==> config.mk <==
export PLATFORM = sky130hd
export DESIGN_NAME = lcd_bus_sequencer
export DESIGN_NICKNAME = d
export VERILOG_FILES = /design/src/rtl/lcd_pkg.sv /design/src/rtl/lcd_timer.sv /design/src/rtl/lcd_bus_sequencer.sv
export SDC_FILE = /design/constraint.sdc
export NUM_CORES = 1
export LEC_CHECK = 0
export CAP_MARGIN = 5
export CORE_MARGIN = 1.5
export CORE_UTILIZATION = 35
export DETAILED_ROUTE_END_ITERATION = 6
export PLACE_DENSITY = 0.69
export SYNTH_ARGS = -nofsm -noshare
export SYNTH_HDL_FRONTEND = slang
export SYNTH_SLANG_ARGS = --single-unit
export TNS_END_PERCENT = 30
==> constraint.sdc <==
create_clock -name clk -period 2.5 [get_ports clk]
set_input_delay 0.25 -clock clk [delete_from_list [all_inputs] [get_ports clk]]
set_output_delay 0.25 -clock clk [all_outputs]
set_load 0.02 [all_outputs]
==> src/rtl/lcd_pkg.sv <==
// Shared constants for the LCD bus sequencer: FSM encoding, default timings, counter width.
// Latency: n/a (package only).
// Backpressure: n/a (package only).
package lcd_pkg;

   localparam int CNT_W    = 6;

   // Default interface timings, in core clock cycles
   localparam int T_AS_DEF = 2;
   localparam int T_PW_DEF = 12;
   localparam int T_H_DEF  = 2;

   localparam logic [2:0] ST_IDLE  = 3'd0;
   localparam logic [2:0] ST_SETUP = 3'd1;
   localparam logic [2:0] ST_ENH   = 3'd2;
   localparam logic [2:0] ST_HOLD  = 3'd3;
   localparam logic [2:0] ST_FIN   = 3'd4;

   // A phase of t cycles loads t-1, because the counter's zero cycle is the last one
   function automatic logic [CNT_W-1:0] ld_val(input int t);
      return CNT_W'(t - 1);
   endfunction

endpackage

==> src/rtl/lcd_timer.sv <==
// Shared phase down-counter: load a value, count down to zero and stay there.
// Latency: load takes effect on the next edge; zero_o follows the registered count.
// Backpressure: none; load_i always wins over counting.
// Ports: clk/nRst clock and async active-low reset; load_i/load_val_i load request and value;
//        value_o current count; zero_o high when the count is zero.
module lcd_timer
   import lcd_pkg::*;
(
   input  logic             clk,
   input  logic             nRst,
   input  logic             load_i,
   input  logic [CNT_W-1:0] load_val_i,
   output logic [CNT_W-1:0] value_o,
   output logic             zero_o
);

   logic [CNT_W-1:0] cnt_q, cnt_d;

   // Saturates at zero so a phase never wraps if the FSM lingers
   always_comb begin
      cnt_d = cnt_q;
      if (load_i) begin
         cnt_d = load_val_i;
      end else if (cnt_q != '0) begin
         cnt_d = cnt_q - CNT_W'(1);
      end
   end

   always_ff @(posedge clk or negedge nRst) begin
      if (!nRst) begin
         cnt_q <= '0;
      end else begin
         cnt_q <= cnt_d;
      end
   end

   assign value_o = cnt_q;
   assign zero_o  = (cnt_q == '0);

endmodule

==> src/rtl/lcd_bus_sequencer.sv <==
// Host-strobe to HD44780-style LCD bus sequencer (8-bit or 4-bit bus).
// Latency: acceptance edge to DONE is T_AS+T_PW+T_H+1 cycles (2*(T_AS+T_PW+T_H)+1 in nibble mode).
// Backpressure: host strobes are ignored while BUSY; a new request needs nCS to go high first.
// Ports: clk/nRst clock and async active-low reset; nCS/nWR/nRD/RS/DIN host request;
//        DOUT/BUSY/DONE host status; LCD_RS/LCD_RW/LCD_EN/LCD_DB_O/LCD_DB_OE/LCD_DB_I LCD pins.
module lcd_bus_sequencer
   import lcd_pkg::*;
#(
   parameter int T_AS   = T_AS_DEF,
   parameter int T_PW   = T_PW_DEF,
   parameter int T_H    = T_H_DEF,
   parameter int NIBBLE = 0
)(
   input  logic       clk,
   input  logic       nRst,
   input  logic       nCS,
   input  logic       nWR,
   input  logic       nRD,
   input  logic       RS,
   input  logic [7:0] DIN,
   output logic [7:0] DOUT,
   output logic       BUSY,
   output logic       DONE,
   output logic       LCD_RS,
   output logic       LCD_RW,
   output logic       LCD_EN,
   output logic [7:0] LCD_DB_O,
   output logic       LCD_DB_OE,
   input  logic [7:0] LCD_DB_I
);

   localparam logic [CNT_W-1:0] LD_AS = ld_val(T_AS);
   localparam logic [CNT_W-1:0] LD_PW = ld_val(T_PW);
   localparam logic [CNT_W-1:0] LD_H  = ld_val(T_H);

   // Control state
   logic [2:0]       state_q, state_d;
   logic             armed_q, armed_d;
   logic             nib_q, nib_d;       // 0 = high-nibble pass, 1 = low-nibble pass
   logic             rs_q, rs_d;
   logic             rw_q, rw_d;
   logic [7:0]       din_q, din_d;
   logic [7:0]       rdbuf_q, rdbuf_d;

   // Pin/status output registers, computed from the control state one cycle behind it
   logic             busy_q, busy_d;
   logic             done_q, done_d;
   logic             en_q, en_d;
   logic             oe_q, oe_d;
   logic             lrs_q, lrs_d;
   logic             lrw_q, lrw_d;
   logic [7:0]       db_q, db_d;
   logic [7:0]       dout_q, dout_d;

   logic             tmr_load;
   logic [CNT_W-1:0] tmr_ld_val;
   logic [CNT_W-1:0] tmr_val;
   logic             tmr_zero;
   logic             accept;
   logic             rd_sample;

   lcd_timer u_timer (
      .clk        (clk),
      .nRst       (nRst),
      .load_i     (tmr_load),
      .load_val_i (tmr_ld_val),
      .value_o    (tmr_val),
      .zero_o     (tmr_zero)
   );

   // Exactly one strobe low; both low is treated as a malformed cycle
   assign accept = armed_q & ~nCS & (nWR ^ nRD);

   always_comb begin
      state_d    = state_q;
      armed_d    = armed_q;
      nib_d      = nib_q;
      rs_d       = rs_q;
      rw_d       = rw_q;
      din_d      = din_q;
      tmr_load   = 1'b0;
      tmr_ld_val = '0;
      case (state_q)
         ST_IDLE: begin
            if (nCS) begin
               armed_d = 1'b1;
            end else if (accept) begin
               state_d    = ST_SETUP;
               armed_d    = 1'b0;
               nib_d      = 1'b0;
               rs_d       = RS;
               rw_d       = ~nRD;
               din_d      = DIN;
               tmr_load   = 1'b1;
               tmr_ld_val = LD_AS;
            end
         end
         ST_SETUP: begin
            if (tmr_zero) begin
               state_d    = ST_ENH;
               tmr_load   = 1'b1;
               tmr_ld_val = LD_PW;
            end
         end
         ST_ENH: begin
            if (tmr_zero) begin
               state_d    = ST_HOLD;
               tmr_load   = 1'b1;
               tmr_ld_val = LD_H;
            end
         end
         ST_HOLD: begin
            if (tmr_zero) begin
               if ((NIBBLE != 0) && !nib_q) begin
                  state_d    = ST_SETUP;
                  nib_d      = 1'b1;
                  tmr_load   = 1'b1;
                  tmr_ld_val = LD_AS;
               end else begin
                  state_d = ST_FIN;
               end
            end
         end
         ST_FIN:  state_d = ST_IDLE;
         default: state_d = ST_IDLE;
      endcase
   end

   // The pins lag the state by one cycle, so the final cycle of the EN pulse on the pin
   // is the first HOLD state cycle; the read bus is captured at the end of it.
   assign rd_sample = rw_q && (state_q == ST_HOLD) && (tmr_val == LD_H);

   always_comb begin
      rdbuf_d = rdbuf_q;
      if (rd_sample) begin
         if (NIBBLE != 0) begin
            if (nib_q) rdbuf_d[3:0] = LCD_DB_I[7:4];
            else       rdbuf_d[7:4] = LCD_DB_I[7:4];
         end else begin
            rdbuf_d = LCD_DB_I;
         end
      end
   end

   always_comb begin
      busy_d = (state_q == ST_SETUP) || (state_q == ST_ENH) || (state_q == ST_HOLD);
      done_d = (state_q == ST_FIN);
      en_d   = (state_q == ST_ENH);
      oe_d   = busy_d & ~rw_q;
      lrs_d  = rs_q;
      lrw_d  = rw_q;
      db_d   = '0;
      if (oe_d) begin
         if (NIBBLE != 0) db_d = {(nib_q ? din_q[3:0] : din_q[7:4]), 4'h0};
         else             db_d = din_q;
      end
      dout_d = (done_d && rw_q) ? rdbuf_q : dout_q;
   end

   always_ff @(posedge clk or negedge nRst) begin
      if (!nRst) begin
         state_q <= ST_IDLE;
         armed_q <= 1'b1;
         nib_q   <= 1'b0;
         rs_q    <= 1'b0;
         rw_q    <= 1'b0;
         din_q   <= '0;
         rdbuf_q <= '0;
         busy_q  <= 1'b0;
         done_q  <= 1'b0;
         en_q    <= 1'b0;
         oe_q    <= 1'b0;
         lrs_q   <= 1'b0;
         lrw_q   <= 1'b0;
         db_q    <= '0;
         dout_q  <= '0;
      end else begin
         state_q <= state_d;
         armed_q <= armed_d;
         nib_q   <= nib_d;
         rs_q    <= rs_d;
         rw_q    <= rw_d;
         din_q   <= din_d;
         rdbuf_q <= rdbuf_d;
         busy_q  <= busy_d;
         done_q  <= done_d;
         en_q    <= en_d;
         oe_q    <= oe_d;
         lrs_q   <= lrs_d;
         lrw_q   <= lrw_d;
         db_q    <= db_d;
         dout_q  <= dout_d;
      end
   end

   assign DOUT      = dout_q;
   assign BUSY      = busy_q;
   assign DONE      = done_q;
   assign LCD_RS    = lrs_q;
   assign LCD_RW    = lrw_q;
   assign LCD_EN    = en_q;
   assign LCD_DB_O  = db_q;
   assign LCD_DB_OE = oe_q;

endmodule

# ---- Word-level counts from Yosys, hierarchy flattened
# Cells that the tools add are included.
dict set report op_classes {
  bitwise 7
  n_reduce_logical 14
  muxes 20
  add_sub_neg 1
  n_eq_ne 10
}
# op count
set ops {}
lappend ops {{3-bit 2-to-1 mux} 5}
lappend ops {{6-bit 2-to-1 mux} 2}
lappend ops {{3-bit case mux with 4 select lines} 1}
lappend ops {{4-bit case mux with 3 select lines} 1}
lappend ops {{1-bit 2-to-1 mux} 8}
lappend ops {{8-bit 2-to-1 mux} 1}
lappend ops {{2-bit inequality test, second input constant} 4}
lappend ops {{3-bit by 2-bit == test with 1-bit output, second input constant} 2}
lappend ops {{6-bit by 1-bit == test with 1-bit output, second input constant} 1}
lappend ops {{6-bit zero test} 1}
lappend ops {{6-bit nonzero test} 1}
lappend ops {{6-bit by 1-bit subtractor with 6-bit output, second input constant} 1}
lappend ops {{5-bit AND reduction} 1}
lappend ops {{4-bit 2-to-1 mux} 1}
lappend ops {{2-bit nonzero test} 2}
lappend ops {{1-bit bitwise AND} 3}
lappend ops {{3-bit by 1-bit == test with 1-bit output, second input constant} 1}
lappend ops {{3-bit == test, second input constant} 1}
lappend ops {{1-bit logical AND} 3}
lappend ops {{3-bit zero test} 1}
lappend ops {{1-bit inverter} 3}
lappend ops {{3-bit AND reduction} 1}
lappend ops {{1-bit logical OR} 2}
lappend ops {{2-bit by 1-bit inequality test with 1-bit output, second input constant} 1}
lappend ops {{other kinds (4)} 4}
dict set report totals {
  output_inout_bits 22
  ff_bits 50
  wordCells 67
  in_bits 22
}

# ---- Depth between registers and ports, before layout
# Gate-level depths: netlist of the first run.
dict set report depth {
  word_depth 7
  ltp_mapped 6
  ltp_nobuf 6
}

# ---- Hierarchy
# From an unflattened synthesis of the first run, not the netlist that was laid out.
dict set report hier_totals {
  cells_unflattened 150
  area_unflattened_um2 2062.0
}
# mod n_inst area_per_inst_um2 cells_per_inst seq_area_each_um2
set modules_own_cells {}
lappend modules_own_cells {lcd_bus_sequencer 1 1661.6 110 1102.3}
lappend modules_own_cells {lcd_timer 1 400.4 40 150.1}

# ---- Worst setup path before layout of the first run
# OpenSTA, ideal clock, no wires.
dict set report synth_path {
  kind {reg-to-reg}
  startpoint {reg u_timer.cnt_q[3], in the netlist u_timer.value_o[3]}
  endpoint {reg rdbuf_q[0]}
  setup_time_ns 0.125
  setup_slack_ns 0.792
  arrival_ns 1.583
  required_ns 2.375
  path_stages_with_launch 5
  synth_period_minus_slack_ns 1.708
  n_path_buf 0
  path_cell_list {dfrtp_1 nor4_4 inv_2 nor3_4 mux2_2}
}
dict set report synth_via {
  elab_chain_cells 2
}
# element line
set synth_lines {}
lappend synth_lines {{start: declaration} lcd_timer.sv:17} ;# logic [CNT_W-1:0] cnt_q, cnt_d;
lappend synth_lines {{start signal: assignment} lcd_timer.sv:33} ;# cnt_q <= cnt_d;
lappend synth_lines {{6-bit by 1-bit == test with 1-bit output} lcd_bus_sequencer.sv:131} ;# assign rd_sample = rw_q && (state_q == ST_HOLD) && (tmr_val == LD_H);
lappend synth_lines {{1-bit logical AND} lcd_bus_sequencer.sv:131}
lappend synth_lines {{end signal: assignment} lcd_bus_sequencer.sv:184} ;# rdbuf_q <= rdbuf_d;
lappend synth_lines {{end: declaration} lcd_bus_sequencer.sv:43} ;# logic [7:0] rdbuf_q, rdbuf_d;
# No other way between the ends.
# A chain may end at the register's enable or synchronous reset.

# ---- Worst setup path after layout of the first run
dict set report layout_path {
  startpoint {reg u_timer.cnt_q[3], in the netlist u_timer.value_o[3]}
  endpoint {reg rdbuf_q[6]}
}
# The elaborated chain is that of the path after synthesis.

==> results of run 1 <==
## cell usage in the layout, fill, tap and decap left out, types with 3 or more instances in the layout
cell type        Yosys  final
clkbuf_8             0      5
and2_1               9      9
nand3_1              4      4
inv_1                3      3
nand2_1              5      5
ha_1                 3      3
mux2_2              25     25
nor2_1               7      7
nor3_1               3      3
dfrtp_1             49     49
nand2b_1             3      3
clkdlybuf4s50_1      0     42
a21oi_1              5      5
## report_power, final
group          switching, uW  total (uW)  internal [uW]
clock network            231         424            193
logic                    453         926            474
registers                178        1270           1090
total                    861        2620           1750
## metal layers
metal | wire, um | GRT usage
met1 | 1600 | 0.149
met2 | 1590 | 0.183
met3 | 183 | 0.0372
met4 | 33 | 0.0482
met5 | 0 | 0
## metrics by stage
stage | util | instance area, um^2 | power (uW) | std cells | hold slack (ps)
CTS | 0.472 | 2580 | 2650 | 267 | 388
global route | 0.472 | 2580 | 2800 | 267 | 403
detailed placement | 0.456 | 2490 | 2220 | 259 | 240
finish | 0.472 | 2580 | 2620 | 267 | 386
global placement | 0.456 | 2490 | 2200 | 259 | 241
floorplan | - | 1980 | 1870 | 145 | -45.6
## registers in the layout (all words and copies together), names as in the netlist
| signal | cells |
|---|---|
| din_q | 8 |
| state_q | 3 |
| LCD_EN | 1 |
| DOUT | 8 |
| BUSY | 1 |
| rdbuf_q | 8 |
| LCD_RS | 1 |
| LCD_DB_O | 8 |
| LCD_DB_OE | 1 |
| lrw_d | 1 |
| LCD_RW | 1 |
| u_timer.value_o | 6 |
| lrs_d | 1 |
| DONE | 1 |
| armed_q | 1 |
## cell type report
| class | instances | area [um^2] |
|---|---|---|
| clock buffer | 7 | 76.3 |
| fill | 519 | 2890 |
| inverter | 4 | 15.0 |
| multi-input combinational | 88 | 697 |
| sequential | 50 | 1250 |
| tap | 72 | 90.1 |
| timing repair buffer | 46 | 450 |
## how the worst min path moves through the flow
| stage | from | endpoint | slack, ps | depth (start not counted) |
|---|---|---|---|---|
| floorplan | nRst | BUSY | -50 | 0 |
| global placement | nRst | DOUT[6] | 240 | 1 |
| detailed placement | nRst | DOUT[6] | 240 | 1 |
| CTS | lrs_d | LCD_RS | 390 | 0 |
| global route | lrs_d | LCD_RS | 400 | 0 |
| finish | lrs_d | LCD_RS | 390 | 0 |
## cells by family after synthesis
kind of cell	after synthesis	share of synthesized area
xor gates and xnor gates	4	0.0177
adders and majority gates	3	0.0190
AOI/OAI and AO/OA	12	0.0367
and+or+nand+nor	42	0.126
DFF	50	0.633
muxes	27	0.152
buffers and inverters	7	0.0152
## cell usage after synthesis (3+ instances only)
master and instances:
ha_1 3, nand2_1 5, nor3_1 3, dfrtp_1 49
and2_1 9, nand3_1 4, buf_2 3, nor2_1 7
mux2_2 25, nand2b_1 3, a21oi_1 5, inv_1 3
## worst max-delay path: stages (launching register included)
cell and delay (ps):
dfrtp_1 450, nor4_4 480, inv_2 90, nor3_4 410
mux2_2 400
==> metrics.yaml, run 1 <==
sta:
  timing.final.crit_share: 0.779
  slew_headroom: 0.498
  rsz0062_at_grt: "no"
  setup_ws_ps: 552
  setup_viol: 0
  final-max-slew-violation-count: 0
  clock_skew_ps: 4.08
  timing.fmax_ghz: 0.513
  hold_viol: 0
  tns_ps: 0
  tightest_slew_ps: 747
  post-route-min-period_ps: 1950
critical_path:
  critPathRequiredTime_ps: 2680
  crit_end: "rdbuf_q[6]"
  endpoint_kind: "flip-flop"
  crit_path_start: "u_timer.value_o[3]"
  worstPathMaxFanout: 8
  cp-start-kind: "flip-flop"
  timing.rr.end: "rdbuf_q[6]"
  rr_worst_depth: 4
  critPathKind: "flip-flop to flip-flop"
  rr_startpoint: "u_timer.value_o[3]"
  rrSetupSlack_ps: 550
  cp.arrival_ps: 2120
clocking:
  cts_root_buf: "clkbuf_8"
  cts.sinks: 50
  hold_buffers: 1
  cts_tree: "yes"
  htreeDepth: 2
  clock_latency_ps: 290
  post_cts_buffers: 0
  clk_pin_slew_ps: 80
  ctsResizeCount: 0
  cts_made_buffers: 5
  clock_path_buffers: 2
global_routing:
  grt_pass1_vias: 1234
  antenna_found_initial: 0
  grt_max_degree: 30
  grt_pass1_wl_um: 5550
  gr-total-overflow: 0
  grt_util_all_layers: 0.117
detailed_routing:
  num_vias: 1242
  drt_iter0_markers: 44
  viasPerCell: 4.65
  drtAntennaViolNets: 0
  drc: 0
  wirelength_um: 3400
  drt_pass1_iterations: 4
  post_drt_wl_per_cell_um: 12.7
floorplan:
  initial_core_util: 0.362
  dieHeight_um: 78.2
  fp.dieArea_um2: 6120
  die_w_um: 78.2
  core_um2: 5470
  io_pins: 44
  num_rows: 27
synthesis:
  synth_edf_count: 0
  syn_area_per_cell_um2: 13.7
  ys_async_sr_fraction: 1.00
  synthCells: 145
  synth.top_cells.by_area: "dfrtp_1 (62%), mux2_2 (14%), and2_1 (2.8%)"
  synth_flop_cell: "dfrtp_1"
  synth_nets: 170
  ys_seq_area_frac: 0.633
  synth_area_um2: 1980
  yosysWarnings: 0
  post-synth-top-area-cell: "dfrtp_1"
  ys_ff_latch: 50
  synth_cell_type_count: 30
  synth_top_area_frac: 0.619
outcome:
  status: "finished, final reports clean"
power:
  peakVddDrop_mv: 0.469
  leakage_uw: 0.00117
  p_per_area_nw_per_um2: 1010
place:
  place_hpwl_um: 2510
  preCtsSetupSlack_ps: 533
  finalWeightedCongestion: 0.788
  io_buffers: 43
flow_run:
  maxCapViolCount: 0
final_layout:
  drive_above_1_share: 0.195
  nets: 220
  n_antenna_cell: 0
  area.growth.synth_to_final_pct: 30.4
worst_hold_path:
  hp-class: "flip-flop to flip-flop"
Power figures use the tool's default switching activity.
==> run 2, diff against run 1 <==
--- a/config.mk
+++ b/config.mk
@@ -9,7 +9,7 @@
 export CORE_MARGIN = 1.5
 export CORE_UTILIZATION = 35
 export DETAILED_ROUTE_END_ITERATION = 6
-export PLACE_DENSITY = 0.69
+export PLACE_DENSITY = 0.71
 export SYNTH_ARGS = -nofsm -noshare
 export SYNTH_HDL_FRONTEND = slang
 export SYNTH_SLANG_ARGS = --single-unit
==> constraint.sdc (replaced) <==
create_clock -name clk -period 1.7 [get_ports clk]
set_input_delay 0.17 -clock clk [delete_from_list [all_inputs] [get_ports clk]]
set_output_delay 0.17 -clock clk [all_outputs]
set_load 0.02 [all_outputs]
==> metrics.yaml, run 2 (same netlist as run 1, synthesis figures left out) <==
critical_path:
  rr_worst_depth: 5  # was 4
  critPathKind: "flip-flop to flip-flop"  # unchanged
  critPathRequiredTime_ps: 1890  # was 2680 ps
  worstPathMaxFanout: 8  # unchanged
  endpoint_kind: "flip-flop"  # unchanged
  cp.arrival_ps: 1790  # was 2120 ps
  cp-start-kind: "flip-flop"  # unchanged
final_layout:
  ff_latch_area_um2: 1250  # about the same
  final_common_cell: "dfrtp_1"  # unchanged
  fillers: 496  # was 519
  fin_cells: 276  # was 267
  most-common-layout-cells: "dfrtp_1 (48), clkdlybuf4s50_1 (42), mux2_2 (25)"  # was dfrtp_1 (49), clkdlybuf4s50_1 (42), mux2_2 (25)
  nets: 228  # was 220
  fin_util: 0.495  # was 0.472
  area.growth.synth_to_final_pct: 36.8  # was 30.4%
  n_antenna_cell: 0  # unchanged
  multi_input_area_um2: 707  # was 697 um^2
  drive_above_1_share: 0.245  # was 0.195
detailed_routing:
  drt_iter0_markers: 23  # was 44
  drc: 0  # unchanged
  viasPerCell: 4.58  # was 4.65
  drtAntennaViolNets: 0  # unchanged
  num_vias: 1265  # was 1242
  wirelength_um: 3330  # was 3400 um
  drt_pass1_iterations: 4  # unchanged
  post_drt_wl_per_cell_um: 12.1  # was 12.7 um
clocking:
  clock_path_buffers: 2  # unchanged
  htreeDepth: 2  # unchanged
  cts_tree: "yes"  # unchanged
  clock_latency_ps: 300  # was 290 ps
  cts_made_buffers: 5  # unchanged
  cts_root_buf: "clkbuf_8"  # unchanged
  clk_pin_slew_ps: 80  # about the same
  cts.sinks: 50  # unchanged
power:
  pwr-share-comb: 0.357  # was 0.354
  swShare: 0.317  # was 0.329
  p_per_area_nw_per_um2: 1520  # was 1010 nW/um^2
  leakage_uw: 0.00123  # was 0.00117 uW
  intPower_uw: 2820  # was 1750 uW
  p_seq_frac: 0.447  # was 0.484
  power.share.clock: 0.196  # was 0.162
  peakVddDrop_mv: 0.619  # was 0.469 mV
  netSwitchingPower_uw: 1310  # was 861 uW
flow_run:
  maxCapViolCount: 0  # unchanged
global_routing:
  gr-total-overflow: 0  # unchanged
  grt_pass1_wl_um: 5740  # was 5550 um
  grt_max_degree: 51  # was 30
  grt_util_all_layers: 0.121  # was 0.117
  grt_pass1_vias: 1250  # was 1234
  antenna_found_initial: 0  # unchanged
sta:
  final-max-slew-violation-count: 0  # unchanged
  tightest_slew_ps: 523  # was 747 ps
  clock_skew_ps: 5.00  # was 4.08 ps
  setup_viol: 0  # unchanged
  timing.final.crit_share: 0.945  # was 0.779
  hold_viol: 0  # unchanged
  timing.fmax_ghz: 0.622  # was 0.513 GHz
  slew_headroom: 0.650  # was 0.498
  setup_ws_ps: 92.9  # was 552 ps
  post-route-min-period_ps: 1610  # was 1950 ps
  tns_ps: 0  # unchanged
floorplan:
  die_w_um: 78.2  # unchanged
  fp.dieArea_um2: 6120  # unchanged
  num_rows: 27  # unchanged
  initial_core_util: 0.362  # unchanged
  io_pins: 44  # unchanged
  core_um2: 5470  # unchanged
  dieHeight_um: 78.2  # unchanged
place:
  io_buffers: 43  # unchanged
  preCtsSetupSlack_ps: -6.08  # was 533 ps
  place_hpwl_um: 2370  # was 2510 um
  finalWeightedCongestion: 0.726  # was 0.788
  placed_cells: 266  # was 259
worst_hold_path:
  hp-class: "flip-flop to flip-flop"  # unchanged
  hold_path_depth: 0  # unchanged
outcome:
  status: "finished, final reports clean"  # unchanged
[run 2: changes by cell type in the layout (fill, tap and decap cells not counted), sizes merged]
cell	change
bufinv	+1
buf	+8
[run 2: layer usage]
metal  share of wire  track usage
met1            0.44        0.144
met2            0.49        0.206
met3           0.058       0.0395
met4           0.013       0.0429
met5               0            0
[run 2: worst max-delay path: stages, from the launching register on]
cell and delay, ps:
dfrtp_1 430, nor4_4 320, inv_2 70, nor3_4 200, buf_12 150, mux2_2 320
[run 2: power by group through the flow]
stage          logic, uW  registers, uW  clock network [uW]
2_1_floorplan        789           1960                   0
3_3_place_gp        1440           1860                   0
3_5_place_dp        1470           1860                   0
4_1_cts             1480           1840                 829
5_1_grt             1630           1900                 880
6_report            1470           1840                 806
[run 2: final timing paths]
path                                    start          end  slack, ps
setup / recovery           u_timer.value_o[4]   rdbuf_q[0]         90
hold / removal                          lrs_d       LCD_RS        380
setup reg to reg           u_timer.value_o[4]   rdbuf_q[0]         90
hold reg to reg                         lrs_d       LCD_RS        380
max in group asynchronous                nRst      armed_q       1040
min in group asynchronous                nRst  LCD_DB_O[5]        390
[run 2: layout make-up]
| cell class | instances | area share |
|---|---|---|
| sequential | 50 | 0.463 |
| multi-input combinational | 88 | 0.261 |
| timing repair buffer | 54 | 0.198 |
| tap | 72 | 0.0333 |
| clock buffer | 7 | 0.0282 |
| clock inverter | 1 | 0.0111 |
| inverter | 4 | 0.00555 |
[run 2: timing repair]
item | CTS | global route
endpoints found under the hold margin | 49 | 0
resized for setup | 0 | 3
setup buffers | 0 | 1
setup endpoints to repair | 8 | 19
pin swaps | 1 | 2
hold buffers | 1 | 0
[run 2: through the flow]
stage	cell area, um^2	hold WS, ps	power, uW
floorplan	1980	-126	2740
global placement	2560	177	3300
detailed placement	2560	180	3330
CTS	2680	383	4150
global route	2710	410	4420
finish	2710	380	4120
==> run 3, diff against run 2 <==
--- a/config.mk
+++ b/config.mk
@@ -6,6 +6,7 @@
 export NUM_CORES = 1
 export LEC_CHECK = 0
 export CAP_MARGIN = 5
+export CORE_ASPECT_RATIO = 0.6
 export CORE_MARGIN = 1.5
 export CORE_UTILIZATION = 35
 export DETAILED_ROUTE_END_ITERATION = 6
==> metrics.yaml, run 3 (same netlist as run 1, synthesis figures left out) <==
floorplan:
  core_um2: 5260  # was 5470 um^2
  fp.dieArea_um2: 6130  # was 6120 um^2
  io_pins: 44  # unchanged
  num_rows: 20  # was 27
  initial_core_util: 0.377  # was 0.362
  die_w_um: 100  # was 78.2 um
  dieHeight_um: 61.3  # was 78.2 um
clocking:
  clock_latency_ps: 300  # about the same
  clock_path_buffers: 2  # unchanged
  htreeDepth: 2  # unchanged
  clk_pin_slew_ps: 90  # was 80 ps
  cts_root_buf: "clkbuf_8"  # unchanged
  cts_made_buffers: 5  # unchanged
  cts_tree: "yes"  # unchanged
  cts.sinks: 50  # unchanged
detailed_routing:
  drc: 0  # unchanged
  wirelength_um: 3690  # was 3330 um
  post_drt_wl_per_cell_um: 13.6  # was 12.1 um
  drt_iter0_markers: 52  # was 23
  num_vias: 1273  # was 1265
  drtAntennaViolNets: 0  # unchanged
  drt_pass1_iterations: 3  # was 4
  viasPerCell: 4.68  # was 4.58
power:
  p_per_area_nw_per_um2: 1510  # was 1520 nW/um^2
  peakVddDrop_mv: 0.633  # was 0.619 mV
  leakage_uw: 0.00124  # was 0.00123 uW
sta:
  rsz0062_at_grt: "no"
  clock_skew_ps: 7.55  # was 5.00 ps
  final-max-slew-violation-count: 0  # unchanged
  setup_viol: 0  # unchanged
  timing.fmax_ghz: 0.630  # was 0.622 GHz
  timing.final.crit_share: 0.934  # was 0.945
  tns_ps: 0  # unchanged
  hold_viol: 0  # unchanged
  post-route-min-period_ps: 1590  # was 1610 ps
  tightest_slew_ps: 534  # was 523 ps
  slew_headroom: 0.644  # was 0.650
critical_path:
  cp-start-kind: "flip-flop"  # unchanged
  crit_buf_inv: 2  # unchanged
  crit_chain: "nor4_4 -> inv_2 -> nor3_4 -> buf_12 -> mux2_2"  # unchanged
  endpoint_kind: "flip-flop"  # unchanged
  crit_path_max_incr_delay_ps: 450  # was 430 ps
  cp.arrival_ps: 1770  # was 1790 ps
  critPathKind: "flip-flop to flip-flop"  # unchanged
  critPathRequiredTime_ps: 1890  # about the same
  worstPathMaxFanout: 8  # unchanged
  cp_top_family: "simple AND/OR/NAND/NOR gates"  # unchanged
  cp_slowest_cell: "dfrtp_2"  # was dfrtp_1
global_routing:
  antenna_found_initial: 0  # unchanged
  grt_pass1_wl_um: 6180  # was 5740 um
  grt_pass1_vias: 1304  # was 1250
  grt_util_all_layers: 0.135  # was 0.121
  grt_max_degree: 29  # was 51
  gr-total-overflow: 0  # unchanged
final_layout:
  n_antenna_cell: 0  # unchanged
  area.growth.synth_to_final_pct: 36.2  # was 36.8%
  drive_above_1_share: 0.267  # was 0.245
  nets: 231  # was 228
  fin_cells: 272  # was 276
  final_common_cell: "dfrtp_1"  # unchanged
  most-common-layout-cells: "dfrtp_1 (48), clkdlybuf4s50_1 (42), mux2_2 (25)"  # unchanged
place:
  place_hpwl_um: 2690  # was 2370 um
  placed_cells: 262  # was 266
  io_buffers: 43  # unchanged
  finalWeightedCongestion: 0.805  # was 0.726
worst_hold_path:
  hp-class: "input pin to asynchronous set/reset pin"  # was flip-flop to flip-flop
flow_run:
  maxCapViolCount: 0  # unchanged
outcome:
  status: "finished, final reports clean"  # unchanged
-- run 3: final timing paths --
kind / start / end / slack (ps) / cells past startpoint
setup / recovery: u_timer.value_o[3] / rdbuf_q[1] / 110 / 5
hold / removal: nRst / DONE / 390 / 2
setup reg to reg: u_timer.value_o[3] / rdbuf_q[1] / 110 / 5
hold reg to reg: lrs_d / LCD_RS / 410 / 0
max in group asynchronous: nRst / armed_q / 710 / 3
min in group clk: lrs_d / LCD_RS / 410 / 0
-- run 3: power breakdown --
group          internal [uW]  switching, uW  total, uW
clock network            285            382        667
registers               1600            254       1860
logic                    825            717       1540
-- run 3: timing repair --
action / in CTS / in global routing
hold buffers: 1 / 0
endpoints found under the hold margin: 22 / 0
gates resized for setup: 0 / 4
setup endpoints to repair: 0 / 11
setup buffers: 0 / 2
-- run 3: through the flow --
stage | hold WS, ps | area (um^2) | setup WS (ps) | util | total power [uW]
6_report | 390 | 2700 | 112 | 0.513 | 4070
4_1_cts | 388 | 2670 | 54.9 | 0.509 | 4070
5_1_grt | 406 | 2700 | 2.68 | 0.513 | 4370
3_5_place_dp | 176 | 2580 | 72.0 | 0.491 | 3390
3_3_place_gp | 184 | 2580 | 59.6 | 0.491 | 3350
2_1_floorplan | -126 | 1980 | 4.84 | - | 2740
-- run 3: layer usage --
metal	share of wire	vias to the layer above	wire [um]	track usage
met4	0.012	0	46	0.0483
met3	0.062	6	230	0.0545
met5	0	-	0	0
met1	0.52	612	1910	0.182
met2	0.41	32	1500	0.200
li1	-	623	-	-
-- run 3: area by class of cell --
class / instances / area [um^2]
Inverter: 4 / 15.0
Tap cell: 66 / 82.6
Multi-Input combinational cell: 88 / 704
Clock inverter: 2 / 13.8
Sequential cell: 50 / 1250
Timing Repair Buffer: 57 / 558
Clock buffer: 5 / 68.8
Fill cell: 453 / 2560
